--- src/rtl/pipe_pkg.sv ---
// Shared definitions for the pipeline boundary registers of the 8-bit core.
// Includes control-bit positions and the widths used at each stage boundary.
package pipe_pkg;

    // EX group of the control bundle
    localparam int ALUSRC     = 0;
    localparam int ALUOP0     = 1;
    localparam int ALUOP1     = 2;
    localparam int REGDST     = 3;
    // M group
    localparam int MEMWRITE   = 0;
    localparam int MEMREAD    = 1;
    localparam int BRANCHFLIP = 2;
    localparam int BRANCH     = 3;
    // WB group
    localparam int REGWRITE   = 0;
    localparam int MEMTOREG   = 1;

    typedef enum logic [1:0] {
        BND_IF_ID,
        BND_ID_EX,
        BND_EX_MEM,
        BND_MEM_WB
    } boundary_e;

    localparam int IF_ID_CTRL_W  = 1;
    localparam int IF_ID_DATA_W  = 24;
    localparam int ID_EX_CTRL_W  = 10;
    localparam int ID_EX_DATA_W  = 90;
    localparam int EX_MEM_CTRL_W = 6;
    localparam int EX_MEM_DATA_W = 28;
    localparam int MEM_WB_CTRL_W = 2;
    localparam int MEM_WB_DATA_W = 19;

    function automatic int ctrl_width(input boundary_e b);
        case (b)
            BND_IF_ID:  return IF_ID_CTRL_W;
            BND_ID_EX:  return ID_EX_CTRL_W;
            BND_EX_MEM: return EX_MEM_CTRL_W;
            default:    return MEM_WB_CTRL_W;
        endcase
    endfunction

    function automatic int data_width(input boundary_e b);
        case (b)
            BND_IF_ID:  return IF_ID_DATA_W;
            BND_ID_EX:  return ID_EX_DATA_W;
            BND_EX_MEM: return EX_MEM_DATA_W;
            default:    return MEM_WB_DATA_W;
        endcase
    endfunction

endpackage

--- src/rtl/pipe_skid_entry.sv ---
// One holding slot: valid flag, control bundle and payload with load/clear.
// Clear zeroes the control bits (bubble) but leaves the payload untouched.
module pipe_skid_entry
    import pipe_pkg::*;
#(
    parameter int CTRL_W = 10,
    parameter int DATA_W = 90
) (
    input  logic              clk,
    input  logic              rst_n,
    input  logic              i_load,
    input  logic              i_clear,
    input  logic [CTRL_W-1:0] i_ctrl,
    input  logic [DATA_W-1:0] i_data,
    output logic              o_valid,
    output logic [CTRL_W-1:0] o_ctrl,
    output logic [DATA_W-1:0] o_data
);

    logic              r_valid;
    logic [CTRL_W-1:0] r_ctrl;
    logic [DATA_W-1:0] r_data;

    always_ff @(posedge clk or negedge rst_n) begin
        if (!rst_n) begin
            r_valid <= 1'b0;
            r_ctrl  <= '0;
            r_data  <= '0;
        end else if (i_clear) begin
            r_valid <= 1'b0;
            r_ctrl  <= '0;
        end else if (i_load) begin
            r_valid <= 1'b1;
            r_ctrl  <= i_ctrl;
            r_data  <= i_data;
        end
    end

    assign o_valid = r_valid;
    assign o_ctrl  = r_ctrl;
    assign o_data  = r_data;

endmodule

--- src/rtl/pipe_stage_reg.sv ---
// Inter-stage pipeline register with valid/ready handshake, stall, flush and
// an optional skid slot that makes in_ready a registered signal.
module pipe_stage_reg
    import pipe_pkg::*;
#(
    parameter int CTRL_W = 10,
    parameter int DATA_W = 90,
    parameter int SKID   = 0,
    parameter int CNT_W  = 16
) (
    input  logic              clk,
    input  logic              rst_n,
    input  logic              in_valid,
    output logic              in_ready,
    input  logic [CTRL_W-1:0] in_ctrl,
    input  logic [DATA_W-1:0] in_data,
    input  logic              stall,
    input  logic              flush,
    output logic              out_valid,
    input  logic              out_ready,
    output logic [CTRL_W-1:0] out_ctrl,
    output logic [DATA_W-1:0] out_data,
    output logic [CNT_W-1:0]  bubble_cnt
);

    logic              w_accept;
    logic              w_release;
    logic              w_main_load;
    logic              w_main_clear;
    logic [CTRL_W-1:0] w_main_ctrl_in;
    logic [DATA_W-1:0] w_main_data_in;
    logic [CNT_W-1:0]  r_bubble_cnt;

    assign w_accept  = in_valid & in_ready;
    assign w_release = out_valid & out_ready & ~stall;

    generate
        if (SKID == 0) begin : g_single
            assign in_ready       = ~stall & ~flush & (~out_valid | out_ready);
            assign w_main_load    = w_accept;
            assign w_main_clear   = flush | (w_release & ~w_accept);
            assign w_main_ctrl_in = in_ctrl;
            assign w_main_data_in = in_data;
        end else begin : g_skid
            logic              w_skid_valid;
            logic [CTRL_W-1:0] w_skid_ctrl;
            logic [DATA_W-1:0] w_skid_data;
            logic              w_skid_load;
            logic              w_skid_clear;
            logic              w_skid_to_main;
            logic              w_skid_valid_next;
            logic              r_in_ready;

            // in_ready is low whenever the skid slot is occupied, so an accept
            // never coincides with a skid-to-main transfer.
            assign w_skid_to_main = w_release & w_skid_valid;
            assign w_main_load    = w_skid_to_main | (w_accept & (~out_valid | w_release));
            assign w_main_clear   = flush | (w_release & ~w_skid_valid & ~w_accept);
            assign w_skid_load    = w_accept & out_valid & ~w_release;
            assign w_skid_clear   = flush | w_skid_to_main;
            assign w_main_ctrl_in = w_skid_to_main ? w_skid_ctrl : in_ctrl;
            assign w_main_data_in = w_skid_to_main ? w_skid_data : in_data;

            always_comb begin
                w_skid_valid_next = w_skid_valid;
                if (w_skid_clear) begin
                    w_skid_valid_next = 1'b0;
                end else if (w_skid_load) begin
                    w_skid_valid_next = 1'b1;
                end
            end

            always_ff @(posedge clk or negedge rst_n) begin
                if (!rst_n) begin
                    r_in_ready <= 1'b0;
                end else begin
                    r_in_ready <= ~w_skid_valid_next;
                end
            end

            assign in_ready = r_in_ready & ~stall & ~flush;

            pipe_skid_entry #(
                .CTRL_W (CTRL_W),
                .DATA_W (DATA_W)
            ) u_skid (
                .clk     (clk),
                .rst_n   (rst_n),
                .i_load  (w_skid_load),
                .i_clear (w_skid_clear),
                .i_ctrl  (in_ctrl),
                .i_data  (in_data),
                .o_valid (w_skid_valid),
                .o_ctrl  (w_skid_ctrl),
                .o_data  (w_skid_data)
            );
        end
    endgenerate

    pipe_skid_entry #(
        .CTRL_W (CTRL_W),
        .DATA_W (DATA_W)
    ) u_main (
        .clk     (clk),
        .rst_n   (rst_n),
        .i_load  (w_main_load),
        .i_clear (w_main_clear),
        .i_ctrl  (w_main_ctrl_in),
        .i_data  (w_main_data_in),
        .o_valid (out_valid),
        .o_ctrl  (out_ctrl),
        .o_data  (out_data)
    );

    always_ff @(posedge clk or negedge rst_n) begin
        if (!rst_n) begin
            r_bubble_cnt <= '0;
        end else if (!out_valid && (r_bubble_cnt != '1)) begin
            r_bubble_cnt <= r_bubble_cnt + CNT_W'(1);
        end
    end

    assign bubble_cnt = r_bubble_cnt;

endmodule

--- config.mk ---
export PLATFORM = sky130hd
export DESIGN_NAME = pipe_stage_reg
export DESIGN_NICKNAME = d
export VERILOG_FILES = /design/src/rtl/pipe_pkg.sv /design/src/rtl/pipe_skid_entry.sv /design/src/rtl/pipe_stage_reg.sv
export SDC_FILE = /design/constraint.sdc
export NUM_CORES = 1
export LEC_CHECK = 0
export BUFFER_PORTS_ARGS = -buffer_cell sky130_fd_sc_hd__buf_2
export CAP_MARGIN = 25
export CORE_UTILIZATION = 51
export DETAILED_ROUTE_END_ITERATION = 8
export PLACE_DENSITY = 0.85
export SYNTH_ARGS = -nofsm -noshare
export SYNTH_HDL_FRONTEND = slang
export SYNTH_HIERARCHICAL = 1
export SYNTH_SLANG_ARGS = --single-unit
export TNS_END_PERCENT = 5
--- constraint.sdc ---
create_clock -name clk -period 4.12 [get_ports clk]
set_input_delay 0.206 -clock clk [delete_from_list [all_inputs] [get_ports clk]]
set_output_delay 0.206 -clock clk [all_outputs]
set_load 0.01 [all_outputs]
==> impl_metrics.xml, run 1 <==
<?xml version="1.0" encoding="UTF-8"?>
<metrics>
  <group name="clock_tree">
    <metric name="cts_tree" unit="">done</metric>
    <metric name="htree_levels" unit="">4</metric>
    <metric name="worst_setup_hold_path_clk_slew" unit="ns">0.06</metric>
    <metric name="clockBufferDepth" unit="">2</metric>
    <metric name="clk-insertion-delay-late" unit="ns">0.51</metric>
    <metric name="postCtsResizedCells" unit="">0</metric>
    <metric name="numClockSinks" unit="">117</metric>
    <metric name="number_of_clock_buffers_inserted_by_tritoncts" unit="">17</metric>
    <metric name="clk_root_buffer_cell" unit="">clkbuf_8</metric>
  </group>
  <group name="yosys">
    <metric name="syn_inst" unit="">304</metric>
    <metric name="synth_top_cell_by_area" unit="">dfrtp_1</metric>
    <metric name="yosys-top-cells-area" unit="">dfrtp_1, mux2_4, buf_12</metric>
    <metric name="synth.top_cell.area_share" unit="%">57.4</metric>
    <metric name="synth.net_count" unit="">411</metric>
    <metric name="yosysSeqAreaShare" unit="%">57.4</metric>
    <metric name="synth_area" unit="um2">5100</metric>
    <metric name="synth.ff_latch_count" unit="">117</metric>
    <metric name="synth.distinct_cells" unit="">32</metric>
    <metric name="yosys_warnings" unit="">6</metric>
    <metric name="syn-mean-instance-area" unit="um2">16.8</metric>
  </group>
  <group name="final_layout">
    <metric name="filler_cell_count" unit="">534</metric>
    <metric name="final_design_instance_area_without_fill" unit="um2">7790</metric>
    <metric name="nets" unit="">744</metric>
    <metric name="final_common_cell" unit="">buf_2</metric>
    <metric name="post-route-util" unit="%">80.1</metric>
    <metric name="area.sequential" unit="um2">2930</metric>
    <metric name="post_route_cells_drive_above_1_share" unit="%">54.7</metric>
    <metric name="ant_cells" unit="">0</metric>
    <metric name="multi_input_comb_area" unit="um2">1940</metric>
    <metric name="post_route_insts_no_fill" unit="">782</metric>
    <metric name="area_growth_syn_to_layout" unit="%">52.9</metric>
    <metric name="mostFrequentLayoutCells" unit="">buf_2, dfrtp_1, dlygate4sd3_1, mux2_4, clkbuf_16</metric>
  </group>
  <group name="run">
    <metric name="cap_viol_max_count" unit="">0</metric>
  </group>
  <group name="worst_setup_path">
    <metric name="cp_data_arrival_time" unit="ns">3.25</metric>
    <metric name="critical_path_peak_fanout" unit="">40</metric>
    <metric name="worstSetupPathType" unit="">reg2reg</metric>
    <metric name="capture_point_of_the_critical_path" unit="">u_main/o_data[0]</metric>
    <metric name="crit_path_end_kind" unit="">flop</metric>
    <metric name="r2r_cells" unit="">5</metric>
    <metric name="timing.critical_path.from_type" unit="">flop</metric>
    <metric name="startpoint" unit="">u_main/o_valid</metric>
    <metric name="r2r_setup_slack" unit="ns">1.26</metric>
    <metric name="worst-endpoint-required" unit="ns">4.51</metric>
    <metric name="timing.rr.start" unit="">u_main/o_valid</metric>
    <metric name="worstReg2RegEnd" unit="">u_main/o_data[0]</metric>
  </group>
  <group name="routing">
    <metric name="wirelength_met1" unit="mm">6.02</metric>
    <metric name="met2_length" unit="mm">8.34</metric>
    <metric name="routed-via-count" unit="">3931</metric>
    <metric name="wl_met3" unit="mm">1.00</metric>
    <metric name="drtPass1Iterations" unit="">6</metric>
    <metric name="dr.max_layer_used" unit="">met4</metric>
    <metric name="postRouteAntennaNets" unit="">0</metric>
    <metric name="drc" unit="">0</metric>
    <metric name="detailedRoute.firstIterationViolations" unit="">120</metric>
    <metric name="drt-vias-per-instance" unit="">5.03</metric>
    <metric name="routed_wirelength" unit="mm">15.9</metric>
    <metric name="routed_wire_length_per_instance" unit="um">20.3</metric>
  </group>
  <group name="timing">
    <metric name="setup-violations-final" unit="">0</metric>
    <metric name="grt_setup_unrepaired" unit="">no</metric>
    <metric name="period_minus_slack" unit="ns">2.86</metric>
    <metric name="clock.fmax" unit="MHz">350</metric>
    <metric name="worst_slew_margin_rel" unit="%">50.4</metric>
    <metric name="timing.clock.skew" unit="ns">0.0107</metric>
    <metric name="drv_slew" unit="">0</metric>
    <metric name="setup_total_negative_slack" unit="ns">0</metric>
    <metric name="final_min_period_over_clock_period" unit="%">69.4</metric>
    <metric name="worst_slew_pin_slew" unit="ns">0.744</metric>
    <metric name="finalHoldViolations" unit="">0</metric>
  </group>
  <group name="status">
    <metric name="status" unit="">finished clean</metric>
  </group>
  <group name="global_route">
    <metric name="number_of_antenna_violations_at_the_first_check_in_global_routing" unit="">0</metric>
    <metric name="global_route.overflow_total" unit="">0</metric>
    <metric name="pin_count_of_the_biggest_net_entering_global_routing" unit="">51</metric>
    <metric name="grt_util_all_layers" unit="%">31.2</metric>
    <metric name="grt_pass1_vias" unit="">4219</metric>
    <metric name="grt_first_pass_wirelength" unit="mm">23.3</metric>
  </group>
  <group name="placed_design">
    <metric name="placed_instances" unit="">650</metric>
    <metric name="dp_hpwl" unit="mm">8.17</metric>
    <metric name="post_dp_cell_area" unit="um2">6200</metric>
    <metric name="io_buffers" unit="">223</metric>
    <metric name="gpl.final_weighted_congestion" unit="">0.779</metric>
  </group>
  <group name="die">
    <metric name="ios" unit="">224</metric>
    <metric name="floorplan.initialDensity" unit="%">52.4</metric>
    <metric name="site_rows" unit="">36</metric>
    <metric name="floorplan.die_area" unit="um2">10400</metric>
    <metric name="chipHeight" unit="um">102</metric>
    <metric name="die_width" unit="um">102</metric>
    <metric name="core-area" unit="um2">9730</metric>
  </group>
  <group name="min_path">
    <metric name="hold_path_class" unit="">in2async</metric>
  </group>
  <group name="power">
    <metric name="static-leakage-power" unit="nW">3.91</metric>
    <metric name="power_density" unit="nW/um2">531</metric>
    <metric name="ir_drop" unit="uV">318</metric>
  </group>
</metrics>
through the flow:
step	total power [W]	setup slack, ns	hold WS [ns]
after CTS	0.00407	1.31	0.142
after floorplan	0.00213	2.08	-0.0896
after global routing	0.00430	1.09	0.174
after global placement	0.00250	1.47	0.118
after detailed placement	0.00255	1.33	0.120
final	0.00414	1.26	0.171
critical path, stage by stage, from the launching register on:
cell	delay (ns)
dfrtp_1	0.51
a211oi_1	0.34
and2_1	0.58
nor2b_4	0.29
buf_4	0.61
mux2_4	0.38
Yosys cell counts:
cell         n
a2111oi_2    1
a211oi_1     1
a31o_2       1
a31oi_1      1
a41oi_1      1
and2_1       2
and3_1       2
and4_1       2
buf_12      10
buf_2        2
buf_6        1
clkbuf_1     1
dfrtp_1    117
ha_1         1
inv_1        2
mux2_2       1
mux2_4      91
mux2i_1     10
nand2_1      5
nand2b_1     1
nand3_1      5
nand3_2      1
nand4_1      9
nand4b_1     1
nor2_1      15
nor2b_1      1
nor2b_4      2
nor3_1       2
nor3b_1      1
or4_4        1
xnor2_1     10
xor2_1       3
how the worst min path moves through the flow:
| stage | startpoint | to | slack (ns) |
|---|---|---|---|
| detailed placement | rst_n | u_main/o_data[67] | 0.12 |
| finish | rst_n | u_main/o_data[1] | 0.17 |
| CTS | rst_n | u_main/o_data[67] | 0.14 |
| floorplan | rst_n | bubble_cnt[0] | -0.09 |
| global placement | rst_n | u_main/o_data[8] | 0.12 |
| global route | rst_n | u_main/o_data[89] | 0.17 |
power by group:
group	internal, W	total (W)	switching [W]
clock	0.000934	0.00145	0.000516
combinational	0.000599	0.00107	0.000470
sequential	0.00140	0.00162	0.000218
total	0.00293	0.00414	0.00120
flip-flops by register name, summed over array words and instances, names as in the netlist:
register        count
u_main/o_valid      1
bubble_cnt         16
u_main/o_ctrl      10
u_main/o_data      90
layer usage:
metal / vias up / global-route usage, %
met5: - / 0
met3: 41 / 8.76
met4: 0 / 16.3
met1: 1960 / 34.3
li1: 1739 / -
met2: 191 / 55.1
cell type report:
cell class	count	area share, %
Clock buffer	23	6.24
Clock inverter	8	1.25
Multi-Input combinational cell	171	24.8
Tap cell	133	2.13
Inverter	2	0.0963
Sequential cell	117	37.6
Timing Repair Buffer	328	27.9
cells by family after synthesis:
kind of cell	share of synthesized area, %
AO/OA/AOI/OAI	0.908
multiplexers	29.0
XOR/XNOR	2.23
buffers and inverters	4.57
adder cells (fa/ha/maj)	0.245
AND/OR/NAND/NOR	5.62
flip-flops	57.4
what timing repair did:
item	CTS	global route
hold buffers	101	0
setup buffers	0	0
setup endpoints to repair	0	0
hold endpoints to repair	124	0
No activity file was read; power rests on OpenSTA's default activity.
==> run 2, diff against run 1 <==
Settings changed: CORE_UTILIZATION 51 to 47, PLACE_DENSITY 0.85 to 0.79.
Clock period 4.12 ns to 2.8 ns, I/O delays scaled along.
==> run 2 against run 1 <==
  * Register-to-register slack worse by 0.46 ns
  * Flip-flop and latch count unchanged
  * Sequential share of layout area up 0.054 points
  * Clock power up 38%
  * Worst hold slack worse by 0.12 ns
  * Largest power group unchanged
  * Total power up 42%
  * Critical endpoint is now u_main/o_data[62]
  * Final area down 0.14%
  * Sequential power up 46%
  * Clock skew down 0.0018 ns
==> impl_metrics.xml, run 2 (synthesis gave the netlist of run 1 again) <==
<?xml version="1.0" encoding="UTF-8"?>
<metrics>
  <group name="worst_setup_path">
    <metric name="timing.critical_path.buf_inv" unit="">1</metric>
    <metric name="worstSetupPathType" unit="">reg2reg</metric>
    <metric name="worst-endpoint-required" unit="ns">3.20</metric>
    <metric name="cp_data_arrival_time" unit="ns">2.40</metric>
    <metric name="timing.critical_path.from_type" unit="">flop</metric>
    <metric name="worstPathCellList" unit="">a211oi_1 -&gt; and2_1 -&gt; nor2b_4 -&gt; buf_12 -&gt; mux2_4</metric>
    <metric name="startpoint" unit="">u_main/o_valid</metric>
    <metric name="critical-path-slowest-cell" unit="">dfrtp_1</metric>
    <metric name="cpPeakStageDelay" unit="ns">0.50</metric>
    <metric name="crit_path_end_kind" unit="">flop</metric>
    <metric name="path_delay_family" unit="">flip-flops</metric>
    <metric name="r2r_setup_slack" unit="ns">0.80</metric>
    <metric name="timing.rr.start" unit="">u_main/o_valid</metric>
    <metric name="critical_path_peak_fanout" unit="">47</metric>
  </group>
  <group name="final_layout">
    <metric name="post_route_cells_drive_above_1_share" unit="%">53.9</metric>
    <metric name="area.sequential" unit="um2">2930</metric>
    <metric name="final_design_instance_area_without_fill" unit="um2">7780</metric>
    <metric name="final_common_cell" unit="">buf_2</metric>
    <metric name="ant_cells" unit="">0</metric>
    <metric name="largest_register_ffs" unit="">90</metric>
    <metric name="multi_input_comb_area" unit="um2">1940</metric>
    <metric name="filler_cell_count" unit="">636</metric>
    <metric name="nets" unit="">745</metric>
    <metric name="area_growth_syn_to_layout" unit="%">52.7</metric>
    <metric name="mostFrequentLayoutCells" unit="">buf_2, dfrtp_1, dlygate4sd3_1, mux2_4, clkbuf_16</metric>
  </group>
  <group name="global_route">
    <metric name="pin_count_of_the_biggest_net_entering_global_routing" unit="">54</metric>
    <metric name="grt_pass1_vias" unit="">4277</metric>
    <metric name="grt_util_all_layers" unit="%">26.0</metric>
    <metric name="grt_first_pass_wirelength" unit="mm">22.0</metric>
    <metric name="global_route.overflow_total" unit="">0</metric>
    <metric name="number_of_antenna_violations_at_the_first_check_in_global_routing" unit="">0</metric>
  </group>
  <group name="run">
    <metric name="cap_viol_max_count" unit="">0</metric>
  </group>
  <group name="die">
    <metric name="ios" unit="">224</metric>
    <metric name="site_rows" unit="">37</metric>
    <metric name="die_width" unit="um">106</metric>
    <metric name="chipHeight" unit="um">106</metric>
    <metric name="floorplan.die_area" unit="um2">11300</metric>
    <metric name="floorplan.initialDensity" unit="%">48.9</metric>
    <metric name="core-area" unit="um2">10400</metric>
  </group>
  <group name="clock_tree">
    <metric name="clk_root_buffer_cell" unit="">clkbuf_8</metric>
    <metric name="clk-insertion-delay-late" unit="ns">0.52</metric>
    <metric name="cts_tree" unit="">done</metric>
    <metric name="postCtsResizedCells" unit="">0</metric>
    <metric name="htree_levels" unit="">4</metric>
    <metric name="worst_setup_hold_path_clk_slew" unit="ns">0.06</metric>
    <metric name="numClockSinks" unit="">117</metric>
    <metric name="clockBufferDepth" unit="">2</metric>
    <metric name="number_of_clock_buffers_inserted_by_tritoncts" unit="">17</metric>
  </group>
  <group name="routing">
    <metric name="routed_wire_length_per_instance" unit="um">18.0</metric>
    <metric name="drt-vias-per-instance" unit="">4.96</metric>
    <metric name="detailedRoute.firstIterationViolations" unit="">155</metric>
    <metric name="routed-via-count" unit="">3904</metric>
    <metric name="drtPass1Iterations" unit="">4</metric>
    <metric name="routed_wirelength" unit="mm">14.2</metric>
    <metric name="postRouteAntennaNets" unit="">0</metric>
    <metric name="drc" unit="">0</metric>
  </group>
  <group name="power">
    <metric name="clockPowerShare" unit="%">34.0</metric>
    <metric name="cell_internal_pwr" unit="W">0.00424</metric>
    <metric name="seq_power_share" unit="%">40.1</metric>
    <metric name="switching_power" unit="W">0.00165</metric>
    <metric name="power_density" unit="nW/um2">756</metric>
    <metric name="static-leakage-power" unit="nW">3.90</metric>
    <metric name="ir_drop" unit="uV">507</metric>
    <metric name="power.share.switching" unit="%">28.0</metric>
    <metric name="pwr-share-comb" unit="%">25.8</metric>
  </group>
  <group name="timing">
    <metric name="final_min_period_over_clock_period" unit="%">71.5</metric>
    <metric name="setup-violations-final" unit="">0</metric>
    <metric name="period_minus_slack" unit="ns">2.00</metric>
    <metric name="grt_setup_unrepaired" unit="">no</metric>
    <metric name="clock.fmax" unit="MHz">500</metric>
    <metric name="timing.clock.skew" unit="ns">0.00892</metric>
    <metric name="finalHoldViolations" unit="">0</metric>
    <metric name="worst_slew_margin_rel" unit="%">55.6</metric>
    <metric name="worst_slew_pin_slew" unit="ns">0.666</metric>
    <metric name="setup_total_negative_slack" unit="ns">0</metric>
    <metric name="drv_slew" unit="">0</metric>
  </group>
  <group name="placed_design">
    <metric name="post_dp_cell_area" unit="um2">6220</metric>
    <metric name="io_buffers" unit="">223</metric>
    <metric name="dp_hpwl" unit="mm">8.11</metric>
    <metric name="gpl.final_weighted_congestion" unit="">0.766</metric>
  </group>
  <group name="min_path">
    <metric name="hold_path_class" unit="">in2async</metric>
  </group>
  <group name="status">
    <metric name="status" unit="">finished clean</metric>
  </group>
</metrics>
## run 2: changes by cell type in the layout (fill, tap and decap cells not counted)
cell	delta
clkbuf_1	+6
buf_12	+1
clkinvlp_4	-3
clkinv_2	-1
bufinv_16	-1
## run 2: power groups by stage
stage | registers (W) | clock network [W] | logic (W)
floorplan | 0.00249 | 0 | 0.000644
global placement | 0.00234 | 0 | 0.00133
detailed placement | 0.00236 | 0 | 0.00138
CTS | 0.00234 | 0.00203 | 0.00149
global route | 0.00240 | 0.00211 | 0.00162
finish | 0.00236 | 0.00200 | 0.00152
## run 2: final cells by class
type,instances,area share (%)
clock inverter,3,0.514
sequential,117,37.6
inverter,2,0.0964
multi-input combinational,171,24.9
tap,136,2.19
clock buffer,29,6.54
timing repair buffer,329,28.2
## run 2: worst paths after layout
path,to,cells past startpoint
worst max-delay path,u_main/o_data[62],5
worst min-delay path,u_main/o_ctrl[2],2
worst max register to register,u_main/o_data[62],5
worst min register to register,u_main/o_data[82],1
max in group asynchronous,u_main/o_data[60],3
min in group clk,u_main/o_ctrl[9],3
## run 2: per-stage QoR
step,instances,utilization (%),total power (W),hold WS (ns),setup WS [ns]
final,787,74.7,0.00588,0.0522,0.799
after CTS,787,74.7,0.00587,0.0290,0.817
after global routing,787,74.7,0.00613,0.0485,0.733
after global placement,654,59.7,0.00368,0.0396,0.869
after floorplan,304,-,0.00314,-0.156,0.764
after detailed placement,654,59.7,0.00373,0.0425,0.826
## run 2: metal layers
layer  global-route usage, %  wire, um  vias up
met2                    45.8      7430      193
li1                        -         -     1735
met4                    13.1       449        0
met3                    7.48       975       44
met1                    28.4      5320     1932
met5                       0         0        -
## run 2: worst register-to-register path, stage by stage (launching register included)
cell,delay [ns]
dfrtp_1,0.50
a211oi_1,0.27
and2_1,0.18
nor2b_4,0.21
buf_12,0.34
mux2_4,0.39
## run 2: timing repair
item,in CTS,in global routing
hold buffers,101,0
endpoints found under the hold margin,164,0
buffers inserted,0,0
